### src/rtl/naval_pkg.sv
// naval_pkg: shared definitions for the naval-battle placement blocks.
//   - piece type codes (SUB..PAV) and their default per-player quotas
//   - placement sequencer state encoding (3-bit binary)
//   - board geometry
package naval_pkg;

    typedef enum logic [2:0] {
        SUB = 3'd0,
        CRU = 3'd1,
        HID = 3'd2,
        ENC = 3'd3,
        PAV = 3'd4
    } piece_e;

    localparam int DEF_N_SUB = 5;
    localparam int DEF_N_CRU = 2;
    localparam int DEF_N_HID = 2;
    localparam int DEF_N_ENC = 1;
    localparam int DEF_N_PAV = 1;

    localparam int BOARD_W = 8;

    localparam logic [2:0] ST_IDLE     = 3'd0;
    localparam logic [2:0] ST_WAIT     = 3'd1;
    localparam logic [2:0] ST_VALIDATE = 3'd2;
    localparam logic [2:0] ST_COMMIT   = 3'd3;
    localparam logic [2:0] ST_ADVANCE  = 3'd4;
    localparam logic [2:0] ST_DONE     = 3'd5;

endpackage

### src/rtl/fleet_quota_counter.sv
// fleet_quota_counter: tracks which piece of one player's fleet is being placed.
//   clk, reset     : clock, async active-low reset
//   clear          : load the start of a fleet (first type with a nonzero quota)
//   advance        : current piece committed, step to the next one
//   piece_type     : current type code 0..4
//   piece_idx      : index within current type
//   pieces_left    : pieces still to place, including the current one
//   last           : current piece is the final one of this fleet
module fleet_quota_counter
    import naval_pkg::*;
#(
    parameter int N_SUB = DEF_N_SUB,
    parameter int N_CRU = DEF_N_CRU,
    parameter int N_HID = DEF_N_HID,
    parameter int N_ENC = DEF_N_ENC,
    parameter int N_PAV = DEF_N_PAV
) (
    input  logic       clk,
    input  logic       reset,
    input  logic       clear,
    input  logic       advance,
    output logic [2:0] piece_type,
    output logic [2:0] piece_idx,
    output logic [3:0] pieces_left,
    output logic       last
);

    localparam int TOTAL = N_SUB + N_CRU + N_HID + N_ENC + N_PAV;
    localparam logic [3:0] TOTAL4 = 4'(TOTAL);

    generate
        if (TOTAL > 15 || TOTAL < 1) begin : g_bad_total
            $error("fleet_quota_counter: fleet total must be 1..15");
        end
    endgenerate

    function automatic logic [3:0] quota(input logic [2:0] t);
        case (t)
            SUB:     quota = 4'(N_SUB);
            CRU:     quota = 4'(N_CRU);
            HID:     quota = 4'(N_HID);
            ENC:     quota = 4'(N_ENC);
            PAV:     quota = 4'(N_PAV);
            default: quota = 4'd0;
        endcase
    endfunction

    // First type at or above 'from' with a nonzero quota; types with an
    // empty quota are skipped entirely.
    function automatic logic [2:0] next_type(input logic [2:0] from);
        logic       found;
        next_type = from;
        found     = 1'b0;
        for (int t = 0; t < 5; t++) begin
            if (!found && 3'(t) >= from && quota(3'(t)) != 4'd0) begin
                next_type = 3'(t);
                found     = 1'b1;
            end
        end
    endfunction

    logic       type_done;

    assign last      = (pieces_left == 4'd1);
    assign type_done = ({1'b0, piece_idx} + 4'd1) == quota(piece_type);

    always_ff @(posedge clk or negedge reset) begin
        if (!reset) begin
            piece_type  <= 3'd0;
            piece_idx   <= 3'd0;
            pieces_left <= TOTAL4;
        end else if (clear) begin
            piece_type  <= next_type(3'd0);
            piece_idx   <= 3'd0;
            pieces_left <= TOTAL4;
        end else if (advance) begin
            if (last) begin
                // fleet complete: type/idx hold on the final piece
                pieces_left <= 4'd0;
            end else begin
                pieces_left <= pieces_left - 4'd1;
                if (type_done) begin
                    piece_idx  <= 3'd0;
                    piece_type <= next_type(piece_type + 3'd1);
                end else begin
                    piece_idx <= piece_idx + 3'd1;
                end
            end
        end
    end

endmodule

### src/rtl/fleet_placement_sequencer.sv
// fleet_placement_sequencer: steps both players through fleet placement,
// runs the validator handshake with timeout/retry and strobes board writes.
//   clk, reset    : clock, async active-low reset
//   start, mode   : begin placement; mode 0 = P1 x CPU, 1 = P1 x P2 (latched)
//   place_req     : coords ready from placement FSM (honoured in WAIT_COORD)
//   val_ack       : validator result valid; val_conflict qualifies it
//   piece_type, piece_idx, pieces_left : current piece position in the fleet
//   player        : board being filled / memory select
//   cpu_turn      : CPU placer supplies coordinates
//   place_en, val_req, mem_we, retry, ready : handshake and status outputs
module fleet_placement_sequencer
    import naval_pkg::*;
#(
    parameter int N_SUB       = DEF_N_SUB,
    parameter int N_CRU       = DEF_N_CRU,
    parameter int N_HID       = DEF_N_HID,
    parameter int N_ENC       = DEF_N_ENC,
    parameter int N_PAV       = DEF_N_PAV,
    parameter int VAL_TIMEOUT = 15
) (
    input  logic       clk,
    input  logic       reset,
    input  logic       start,
    input  logic       mode,
    input  logic       place_req,
    input  logic       val_ack,
    input  logic       val_conflict,
    output logic [2:0] piece_type,
    output logic [2:0] piece_idx,
    output logic       player,
    output logic       cpu_turn,
    output logic       place_en,
    output logic       val_req,
    output logic       mem_we,
    output logic       retry,
    output logic [3:0] pieces_left,
    output logic       ready
);

    localparam int TW = (VAL_TIMEOUT > 2) ? $clog2(VAL_TIMEOUT) : 1;
    localparam logic [TW-1:0] TMO_LAST = TW'(VAL_TIMEOUT - 1);

    logic [2:0]    state_q, state_d;
    logic [TW-1:0] timer_q;
    logic          mode_q;
    logic          retry_d;
    logic          clear, advance, last;
    logic          timed_out;

    fleet_quota_counter #(
        .N_SUB(N_SUB), .N_CRU(N_CRU), .N_HID(N_HID), .N_ENC(N_ENC), .N_PAV(N_PAV)
    ) u_quota (
        .clk         (clk),
        .reset       (reset),
        .clear       (clear),
        .advance     (advance),
        .piece_type  (piece_type),
        .piece_idx   (piece_idx),
        .pieces_left (pieces_left),
        .last        (last)
    );

    // ack in the final timer cycle wins over the timeout
    assign timed_out = !val_ack && (timer_q == TMO_LAST);

    always_comb begin
        state_d = state_q;
        clear   = 1'b0;
        advance = 1'b0;
        retry_d = 1'b0;
        case (state_q)
            ST_IDLE: begin
                if (start) begin
                    state_d = ST_WAIT;
                    clear   = 1'b1;
                end
            end
            ST_WAIT: begin
                if (place_req) state_d = ST_VALIDATE;
            end
            ST_VALIDATE: begin
                if (val_ack && !val_conflict) begin
                    state_d = ST_COMMIT;
                end else if ((val_ack && val_conflict) || timed_out) begin
                    state_d = ST_WAIT;
                    retry_d = 1'b1;
                end
            end
            ST_COMMIT:  state_d = ST_ADVANCE;
            ST_ADVANCE: begin
                advance = 1'b1;
                if (!last) begin
                    state_d = ST_WAIT;
                end else if (!player) begin
                    // hand over to player 1: restart the fleet counter
                    clear   = 1'b1;
                    state_d = ST_WAIT;
                end else begin
                    state_d = ST_DONE;
                end
            end
            ST_DONE:    state_d = ST_DONE;
            default:    state_d = ST_IDLE;
        endcase
    end

    always_ff @(posedge clk or negedge reset) begin
        if (!reset) begin
            state_q <= ST_IDLE;
            timer_q <= '0;
            mode_q  <= 1'b0;
            player  <= 1'b0;
            retry   <= 1'b0;
        end else begin
            state_q <= state_d;
            retry   <= retry_d;
            timer_q <= (state_q == ST_VALIDATE) ? timer_q + 1'b1 : '0;
            if (state_q == ST_IDLE && start) begin
                mode_q <= mode;
                player <= 1'b0;
            end else if (state_q == ST_ADVANCE && last && !player) begin
                player <= 1'b1;
            end
        end
    end

    assign place_en = (state_q == ST_WAIT);
    assign val_req  = (state_q == ST_VALIDATE);
    assign mem_we   = (state_q == ST_COMMIT);
    assign ready    = (state_q == ST_DONE);
    assign cpu_turn = player && !mode_q;

endmodule

### config.mk
export PLATFORM = sky130hd
export DESIGN_NAME = fleet_placement_sequencer
export DESIGN_NICKNAME = d
export VERILOG_FILES = /design/src/rtl/naval_pkg.sv /design/src/rtl/fleet_quota_counter.sv /design/src/rtl/fleet_placement_sequencer.sv
export SDC_FILE = /design/constraint.sdc
export NUM_CORES = 1
export LEC_CHECK = 0
export ABC_AREA = 1
export CAP_MARGIN = 20
export CORE_UTILIZATION = 45
export CTS_BUF_LIST = sky130_fd_sc_hd__clkbuf_16
export CTS_CLUSTER_DIAMETER = 150
export DETAILED_ROUTE_END_ITERATION = 12
export HOLD_SLACK_MARGIN = 0.12
export PLACE_DENSITY = 0.71
export SYNTH_ARGS = -nofsm -noshare
export SYNTH_HDL_FRONTEND = slang
export SYNTH_SLANG_ARGS = --single-unit
### constraint.sdc
create_clock -name clk -period 2 [get_ports clk]
set_input_delay 0.4 -clock clk [delete_from_list [all_inputs] [get_ports clk]]
set_output_delay 0.4 -clock clk [all_outputs]
set_load 0.05 [all_outputs]
==> metrics.md <==
| Metric | Value |
|---|---|
| Layout Skew | 4.802 ps |
| PwrDens | roughly 1600 nW/um^2 |
| Commonest cells after routing, fill and taps aside | nand2_1, inv_1, dfrtp_1 |
| Final period util | 96.00% |
| Clk_lat worst skew | around 260 ps |
| Max incr delay on CP | between 800 and 900 ps |
| Outcome | finished, final reports clean |
| Min Tclk post-route | slightly below 2000 ps |
| Max-cap viol count | 0 |
| Internal | 1429 uW |
| Place WS | slightly below 300 ps |
| Critical Path RT | about 1600 ps |
| Die width | between 50 and 60 um |
| Fin area | roughly 1700 um^2 |
| Initial antenna violation count | 0 |
| CP Launch Type | flip-flop |
| Iteration-0 DRC Markers | 12 |
| Area grow syn2layout | 31.79% |
| Root Buffer | clkbuf_16 |
| Buf/Inv on CP | 1 |
| GPL Wtd Cong | 0.7320 |
| TNS Setup | 0 ps |
| Clk pwr share | approximately a fifth |
| ANT cells | 0 |
| Post-layout power | between 2000 and 3000 uW |
| Post-CTS Setup Inserts | 0 |
| Combinational share of power | 54.1% |
| Total wire length | between 2000 and 3000 um |
| Die Ht | approximately 55 um |
| Post-DRT Antenna Nets | 0 |
| CP max FO | 6 |
| FMAX | roughly 520 MHz |
| Register share of total power | about a quarter |
| Hold Path Class | in2async |
| DP Cell Count | around 220 |
| Syn_nets | around 180 |
| I/O Buffers | 23 |
| I/O pins | 24 |
| TritonCTS clock tree | built |
| Final Non-Filler Cells | about 220 |
| Unique masters post-synth | 24 |
| Core area | ~2600 um^2 |
| Lkg Pwr | 0.0009039 uW |
| Slew HR | around two thirds |
| Hold_buf cts | 0 |
| NetSw | about 1200 uW |
| Drt first pass iters | 5 |
| CTS Buf Count | 3 |
| Final Hold Fails | 0 |
| Slew @ Worst Pin | between 400 and 500 ps |
| Worst-path clk slew | around 60 ps |
| Sequential area share after synthesis | between 30% and 40% |
| Wire per inst | about 11 um |
| Synth warn | 0 |
| Mapped Cells | about 170 |
| Vias in the first global route | about 1000 |
| Setup CP Type | reg2out |
| Nets@finish | about 210 |
| Tot GR Track Use | between 10% and 20% |
| Rows | 18 |
| Synthesized area per cell | about 7.7 um^2 |
| CTS Buffer Depth | 2 |
| GR Overflow Total | 0 |
| Post-Syn Area | roughly 1300 um^2 |
| Crit path DAT | ~1500 ps |
| Crit path max-delay family | buffers and inverters |
| Worst setup EP type | primary output |
| CP Cell Sequence | clkdlybuf4s50_1 |
| Vias | between 1000 and 1500 |
| Die ar. | around 3000 um^2 |
| Share of cells above drive strength 1 | 15.54% |
| First-pass GRT wire length | around 4200 um |
| Max-slew violation count | 0 |
| Area after DPL | between 1500 and 2000 um^2 |
| Vias/cell | 4.960 |
| Initial Util | 49.37% |
| Slowest stage cell, crit path | clkdlybuf4s50_1 |
| CTS H-tree depth | 1 |
| Final setup viols | 0 |
| Number of clock sinks | 20 |
| RSZ-0062 raised after global routing | false |
| Final worst slack | about 80 ps |
| Switch share | 45.81% |
| Max VDD drop | between 0.001 and 0.0015 V |
| Post-route DRC | 0 |
| Cts repair resizes | 0 |
| Post-DP HPWL | ~2000 um |
| FF+latch count, synth | 20 |
| Commonest non-fill, non-tap cell in the layout | nand2_1 |
| Largest net degree at the start of global routing | 13 |
-- through the flow --
stage	utilization, %	hold WS, ps
after floorplan	-	104.4
after global placement	60.96	474.2
after detailed placement	60.96	475.2
after CTS	65.06	478.4
after global routing	65.06	501.5
final	65.06	458.7
-- synthesized netlist by cell type (all sizes together) --
cell type,number,share of area [%]
a211oi,1,0.59
a21oi,3,1.2
a31o,1,0.69
a31oi,1,0.49
and3,1,0.59
dfrtp,17,34
dfstp,3,6.2
ha,10,9.9
inv,28,8.7
nand2,52,18
nand3,13,5.5
nand4,5,2.5
nor2,18,6.1
nor3,1,0.39
o211ai,2,1.2
o21ai,6,2.4
xnor2,1,0.69
xor2,2,1.4
-- cells by family after synthesis --
family,share of synthesized area [%]
DFF,39.78
adders and majority gates,9.872
AOI/OAI and AO/OA,6.515
xor gates and xnor gates,2.073
and+or+nand+nor,33.07
buffers and inverters,8.687
-- final cells by class --
type | count | area (um^2)
sequential | 20 | 504.2
timing repair buffer | 24 | 260.3
clock buffer | 3 | 75.07
inverter | 28 | 110.1
fill | 227 | 897.1
tap | 30 | 37.54
multi-input combinational | 117 | 653.1
clock inverter | 1 | 30.03
-- final timing paths --
check,cells after the start,to,slack (ps),start
min in group clk,2,mode_q$_DFFE_PN0P_,490,mode_q$_DFFE_PN0P_
max in group asynchronous,2,u_quota.piece_type[2]$_DFFE_PN0P_,1020,reset
hold reg to reg,2,mode_q$_DFFE_PN0P_,490,mode_q$_DFFE_PN0P_
setup reg to reg,9,u_quota.piece_idx[0]$_DFFE_PN0P_,370,u_quota.pieces_left[1]$_DFFE_PN1P_
hold / removal,1,player$_DFFE_PN0P_,460,reset
setup / recovery,1,piece_idx[2],80,u_quota.piece_idx[2]$_DFFE_PN0P_
-- metal layers --
layer | track usage, % | part of all wire [%] | up-vias
met5 | 0 | 0 | -
met4 | 6.250 | 1.3 | 0
met3 | 4.918 | 3.9 | 4
met2 | 35.74 | 51 | 19
met1 | 21.85 | 44 | 507
li1 | - | - | 576
-- power groups by stage --
stage | logic, uW | clock network (uW) | registers, uW
3_3_place_gp | 1400 | 0 | 663
2_1_floorplan | 800 | 0 | 857
6_report | 1430 | 550 | 661
5_1_grt | 1570 | 575 | 682
4_1_cts | 1440 | 551 | 661
3_5_place_dp | 1430 | 0 | 668
-- flip-flops by register name, summed over array words and instances (netlist names) --
| signal | cells |
|---|---|
| u_quota.pieces_left | 4 |
| timer_q | 4 |
| retry | 1 |
| player | 1 |
| mode_q | 1 |
| u_quota.piece_type | 3 |
| state_q | 3 |
| u_quota.piece_idx | 3 |
Power figures use the tool's default switching activity.
